<file path="src/rtl/load_store_unit.sv">
// Load/store unit: the pipeline's initiator into a word-wide asynchronous data memory.
// Optional macro LSU_BOUNDS_CHECK_EN rejects word indices >= MEM_WORDS like a misalignment.
module load_store_unit #(
  parameter int unsigned MEM_WORDS = 32
) (
  input  logic        clk,
  input  logic        rst,
  input  logic        req_valid,
  output logic        req_ready,
  input  logic        req_write,
  input  logic [1:0]  req_size,
  input  logic        req_signed,
  input  logic [31:0] req_addr,
  input  logic [31:0] req_wdata,
  output logic        resp_valid,
  output logic [31:0] resp_rdata,
  output logic        resp_err,
  output logic [31:0] memAddr,
  output logic [31:0] memData,
  output logic        memReadFlag,
  output logic        memWriteFlag,
  input  logic [31:0] memRdata
);

  typedef enum logic [1:0] {StIdle, StRead, StWrite, StResp} lsuState_e;

  lsuState_e   stateQ, stateD;
  logic [31:0] addrQ, wdataQ, holdQ;
  logic [1:0]  sizeQ;
  logic        signedQ, writeQ, errQ;
  logic        accept, reqErr;
  logic [7:0]  byteSel;
  logic [15:0] halfSel;
  logic [31:0] mergeData;

  assign accept = req_valid && req_ready;

  always_comb begin
    reqErr = (req_size == 2'd3) ||
             (req_size == 2'd1 && req_addr[0]) ||
             (req_size == 2'd2 && req_addr[1:0] != 2'b00);
`ifdef LSU_BOUNDS_CHECK_EN
    if ({2'b00, req_addr[31:2]} >= MEM_WORDS) reqErr = 1'b1;
`endif
  end

  // State register plus captured request and read-hold registers
  always_ff @(posedge clk) begin
    if (rst) begin
      stateQ  <= StIdle;
      addrQ   <= '0;
      wdataQ  <= '0;
      holdQ   <= '0;
      sizeQ   <= '0;
      signedQ <= 1'b0;
      writeQ  <= 1'b0;
      errQ    <= 1'b0;
    end else begin
      stateQ <= stateD;
      if (accept) begin
        addrQ   <= req_addr;
        wdataQ  <= req_wdata;
        sizeQ   <= req_size;
        signedQ <= req_signed;
        writeQ  <= req_write;
        errQ    <= reqErr;
      end
      if (stateQ == StRead) holdQ <= memRdata;
    end
  end

  always_comb begin
    stateD = stateQ;
    case (stateQ)
      StIdle: begin
        if (accept) begin
          if (reqErr)                        stateD = StResp;
          else if (req_write && req_size == 2'd2) stateD = StWrite;
          else                               stateD = StRead;
        end
      end
      StRead:  stateD = writeQ ? StWrite : StResp;
      StWrite: stateD = StResp;
      default: stateD = StIdle;
    endcase
  end

  // Lane extraction and sub-word merge over the held word (little-endian lanes)
  always_comb begin
    mergeData = holdQ;
    case (addrQ[1:0])
      2'd0:    byteSel = holdQ[7:0];
      2'd1:    byteSel = holdQ[15:8];
      2'd2:    byteSel = holdQ[23:16];
      default: byteSel = holdQ[31:24];
    endcase
    halfSel = addrQ[1] ? holdQ[31:16] : holdQ[15:0];
    if (sizeQ == 2'd0) begin
      case (addrQ[1:0])
        2'd0:    mergeData[7:0]   = wdataQ[7:0];
        2'd1:    mergeData[15:8]  = wdataQ[7:0];
        2'd2:    mergeData[23:16] = wdataQ[7:0];
        default: mergeData[31:24] = wdataQ[7:0];
      endcase
    end else if (addrQ[1]) begin
      mergeData[31:16] = wdataQ[15:0];
    end else begin
      mergeData[15:0] = wdataQ[15:0];
    end
  end

  always_comb begin
    req_ready    = (stateQ == StIdle);
    resp_valid   = (stateQ == StResp);
    resp_err     = (stateQ == StResp) && errQ;
    resp_rdata   = '0;
    memReadFlag  = (stateQ == StRead);
    memWriteFlag = (stateQ == StWrite);
    memAddr      = '0;
    memData      = '0;
    if (stateQ == StRead || stateQ == StWrite) memAddr = {2'b00, addrQ[31:2]};
    if (stateQ == StWrite) memData = (sizeQ == 2'd2) ? wdataQ : mergeData;
    if (stateQ == StResp && !errQ && !writeQ) begin
      case (sizeQ)
        2'd0:    resp_rdata = {{24{signedQ & byteSel[7]}}, byteSel};
        2'd1:    resp_rdata = {{16{signedQ & halfSel[15]}}, halfSel};
        default: resp_rdata = holdQ;
      endcase
    end
  end

endmodule

</file>
<file path="config.mk">
export PLATFORM = sky130hd
export DESIGN_NAME = load_store_unit
export DESIGN_NICKNAME = d
export VERILOG_FILES = /design/src/rtl/load_store_unit.sv
export SDC_FILE = /design/constraint.sdc
export NUM_CORES = 1
export LEC_CHECK = 0
export BUFFER_PORTS_ARGS = -buffer_cell sky130_fd_sc_hd__buf_2
export CAP_MARGIN = 20
export CORE_MARGIN = 1
export CORE_UTILIZATION = 54
export CTS_CLUSTER_DIAMETER = 80
export DETAILED_ROUTE_END_ITERATION = 7
export PLACE_DENSITY = 0.87
export SYNTH_ARGS = -nofsm -noshare
export SYNTH_HDL_FRONTEND = slang
export SYNTH_SLANG_ARGS = --single-unit
</file>
<file path="constraint.sdc">
create_clock -name clk -period 2.8 [get_ports clk]
set_input_delay 0.56 -clock clk [delete_from_list [all_inputs] [get_ports clk]]
set_output_delay 0.56 -clock clk [all_outputs]
set_load 0.02 [all_outputs]
</file>
* Yosys cells after proc, flatten, opt, wreduce, memory -nomap -nowiden *
Index checks and enable logic that the tools add are counted.

operators by class
  reduce and logical (&&, ||, !) cells = 17
  bitwise operators = 2
  eq/ne operators = 11
  multiplexer cells = 19

operators by type and width
  cell                  count
  $mux W32              4
  $pmux W32 S2          1
  $mux W16              3
  $mux W8               4
  $mux W30              1
  $pmux W8 S3           1
  $eq A2 B2 Y1 const B  6
  $eq A2 B1 Y1 const B  4
  $logic_and A1 B1 Y1   7
  $logic_not A2 Y1      3
  $mux W2               3
  $pmux W2 S3           1
  $logic_or A1 B1 Y1    3
  $reduce_or A3 Y1      1
  $and A1 B1 Y1         2
  $logic_not A1 Y1      2
  $ne A2 B1 Y1 const B  1
  $reduce_bool A2 Y1    1
  $mux W1               1

word-level totals
  input port bits = 103
  output and inout port bits = 101
  bits in registers = 103

* Longest topological paths before layout *
  depth in word-level cells = 7
  depth in mapped cells = 8
  gate-level depth less buffers = 6

* Worst setup path after synthesis *
OpenSTA, ideal clock, no wires.

  path type = register -> output
  start point = register stateQ[0]
  end point = output resp_rdata[15]
  cell stages (with the launch flop) = 6
  slack = 0.340 ns
  data required time = 2.240 ns
  data arrival time = 1.900 ns
  path through = dfxtp_1 ha_1 or3b_1 buf_6 buf_2 nor3_1

on the way
  longest elaborated chain between the ends = 4

ends and longest elaborated chain
  element                            RTL line  source
  start, declared                    27        lsuState_e stateQ, stateD;
  start signal, assigned             50        stateQ <= StIdle;
  start signal, assigned             59        stateQ <= stateD;
  $eq A2 B2 Y1                       -
  net resp_valid                     15        output logic resp_valid,
  $logic_and A1 B1 Y1 (2 in series)  123       if (stateQ == StResp && !errQ && !writeQ) begin
  $mux W32                           123
  end, declared                      16        output logic [31:0] resp_rdata,

The timed path passes the listed nets, and every way through them passes these cells.

* Worst setup path in the final report *
  start point = register stateQ[1]
  end point = output resp_rdata[18]

on the way
  longest elaborated chain between the ends = 4

ends and longest elaborated chain
  element                            RTL line
  $eq A2 B2 Y1                       123
  $logic_and A1 B1 Y1 (2 in series)  123
  $mux W32                           123

No other way between the ends.

==> reports/metrics.yaml <==
status: "finished clean"
clock-sinks: 103
die_x_um: 102
grt_usage: 0.313
synth_top_cell_by_area: "dfxtp_1"
antenna_cells: 0
drcViolationCount: 0
met3_length_um: 1490
hold_class: "input port to flip-flop"
fin_setup_tns_ns: 0
mostFrequentLayoutCells: "201 x buf_2, 200 x nand2_1, 100 x dfxtp_1"
rows: 36
maxUsedRoutingLayer: "met4"
grt_max_degree: 104
drtIter0Drc: 389
layout_commonest_cell: "buf_2"
p_switching_mw: 2.43
top_level_ports: 204
end_kind: "output pin"
power_density_nw_per_um2: 803
cts_max_level: 3
switching_share: 0.444
ys_warn_count: 0
finalHoldViolCount: 0
wl_um: 16700
die_area_sq_um: 10500
period_share: 0.951
final_net_count: 1018
post-place-cells: 1027
cp.arrival_ns: 2.10
cp.required_ns: 2.24
numCtsBuffers: 9
insertion_delay_ns: 0.38
fmax_ghz: 0.375
die_y_um: 102
seq_power_share: 0.382
synthTopCellsByArea: "dfxtp_1 38%, nand2_1 14%, mux2i_1 9.0%, a21oi_1 8.6%, nor2_1 4.1%"
skew_ns: 0.0145
slowest_delay_ns: 0.49
slew_violations: 0
rsz0062_at_grt: "no"
synth-seq-cells: 103
critPathMaxFanout: 16
cts_root_buffer: "clkbuf_8"
syn_avg_cell_area_sq_um: 7.47
clockPowerShare: 0.167
route.vias.total: 5737
postRouteAntennaNets: 0
grt.overflow.total: 0
worstPathCellList: "ha_4, or3b_4, nor3_4, o21ai_4, nand2_1, buf_2"
yosysUniqueCellTypes: 44
drt-met1-wl_um: 6850
yosysSeqAreaShare: 0.379
netlist.area_leader.share: 0.379
grt_pass1_vias: 5253
wl_per_cell_um: 15.9
combinationalPowerShare: 0.450
ctsHoldBuffers: 0
synth_area_sq_um: 5450
cts.clk_slew.worst_paths_ns: 0.12
critPathKind: "flip-flop to output pin"
clk_path_buf_depth: 2
p_leak_nw: 3.11
fin_cells: 1049
drive_gt1_frac: 0.289
io_buffers: 201
whs_ns: 0.394
floorplan.initialDensity: 0.557
dr.pass1.iters: 6
worst_slew_pin_slew_ns: 0.733
intPower_mw: 3.05
cts_tree: "built"
wl_met2_um: 7750
slew_headroom: 0.510
period_minus_slack_ns: 2.66
cp_slowest_cell: "or3b_4"
area_growth_pct: 25.3
worstSetupStartpointType: "flip-flop"
routed_via_density: 5.47
cap_violations: 0
synth_cells: 729
dp_hpwl_um: 12000
core_area_sq_um: 9770
gp_congestion: 0.956
grt_first_pass_wirelength_um: 25100
setup_viol: 0
vdd_drop_max_mv: 0.911
antenna_found_initial: 0
-- through the flow --
stage / util / cell area [sq um] / power, mW / worst slack, ns
floorplan: - / 5450 / 3.76 / 0.340
global placement: 0.668 / 6530 / 4.46 / 0.275
detailed placement: 0.668 / 6530 / 4.50 / 0.196
CTS: 0.690 / 6740 / 5.41 / 0.0423
global route: 0.698 / 6820 / 5.81 / 0.0112
finish: 0.698 / 6820 / 5.48 / 0.136
-- path summary, 6_finish.rpt --
check                                       to    startpoint  cells past startpoint  slack, ns
worst min-delay path                 addrQ[11]  req_addr[11]                      3       0.39
worst min register to register       addrQ[10]     addrQ[10]                      2       0.46
worst max register to register       addrQ[30]     stateQ[1]                      6       0.85
worst max-delay path            resp_rdata[18]     stateQ[1]                      6       0.14
-- registers in the layout, indices dropped and copies added, names as in the netlist --
signal and cells:
holdQ 32, errQ 1, wdataQ 32, writeQ 1
stateQ 2, signedQ 1, sizeQ 2, addrQ 32
-- area by class of cell --
cell class                      count  area, sq um
Multi-Input combinational cell    559         3120
Fill cell                         857         2950
Sequential cell                   103         2070
Timing Repair Buffer              225         1220
Tap cell                          133          166
Clock buffer                        9          124
Clock inverter                      7         68.8
Inverter                           13         48.8
-- repair_timing --
item / in CTS / in global routing
pin swaps: 1 / 0
cloned: 0 / 1
setup buffers: 1 / 4
gates resized for setup: 2 / 9
hold endpoints to repair: 0 / 0
endpoints found under the setup margin: 26 / 42
-- per-layer routing --
metal  track usage  up-vias
li1              -     2805
met1         0.390     2573
met2         0.526      308
met3        0.0622       51
met4         0.132        0
met5             0        -
-- synthesized netlist by cell type (all sizes together) --
cell      n
a21oi    95
nor3      7
or3       1
or3b      1
o21ai    25
o32ai     3
dfxtp   103
nand2   201
inv      13
nand2b    8
o22ai     1
clkbuf   31
o221ai   11
a31oi     6
o21a      1
o31a      1
a221oi    8
nor3b     2
a22oi     7
or2       1
ha        4
mux2i    51
a211oi    2
nor2b    13
nand3     1
a22o      1
a21o      6
and2     32
buf      25
nor2     60
and3      7
conb      1
-- worst max-delay path: cells and delay by family, from the launching register on --
family	cells	cell delay, ns
and+or+nand+nor	3	0.76
DFF	1	0.42
adders and majority gates	1	0.21
AOI/OAI and AO/OA	1	0.16
buffers and inverters	1	0.16
-- cells by family (layout without fill, tap and decap cells) --
group / after synthesis / count (layout) / share of synthesized area
buffers and inverters: 69 / 254 / 0.0581
adders and majority gates: 4 / 4 / 0.00919
and+or+nand+nor: 334 / 335 / 0.269
muxes: 51 / 51 / 0.0951
DFF: 103 / 103 / 0.379
other: 1 / 2 / 0.000689
AOI/OAI and AO/OA: 167 / 167 / 0.189
-- power by group through the flow --
stage               Clock, mW  Sequential, mW  Combinational (mW)
floorplan                   0            1.96                1.80
global placement            0            2.09                2.37
detailed placement          0            2.10                2.40
CTS                     0.922            2.07                2.42
global route            0.982            2.13                2.70
finish                  0.917            2.09                2.47
Note: power is estimated with default switching activity, not from simulation.
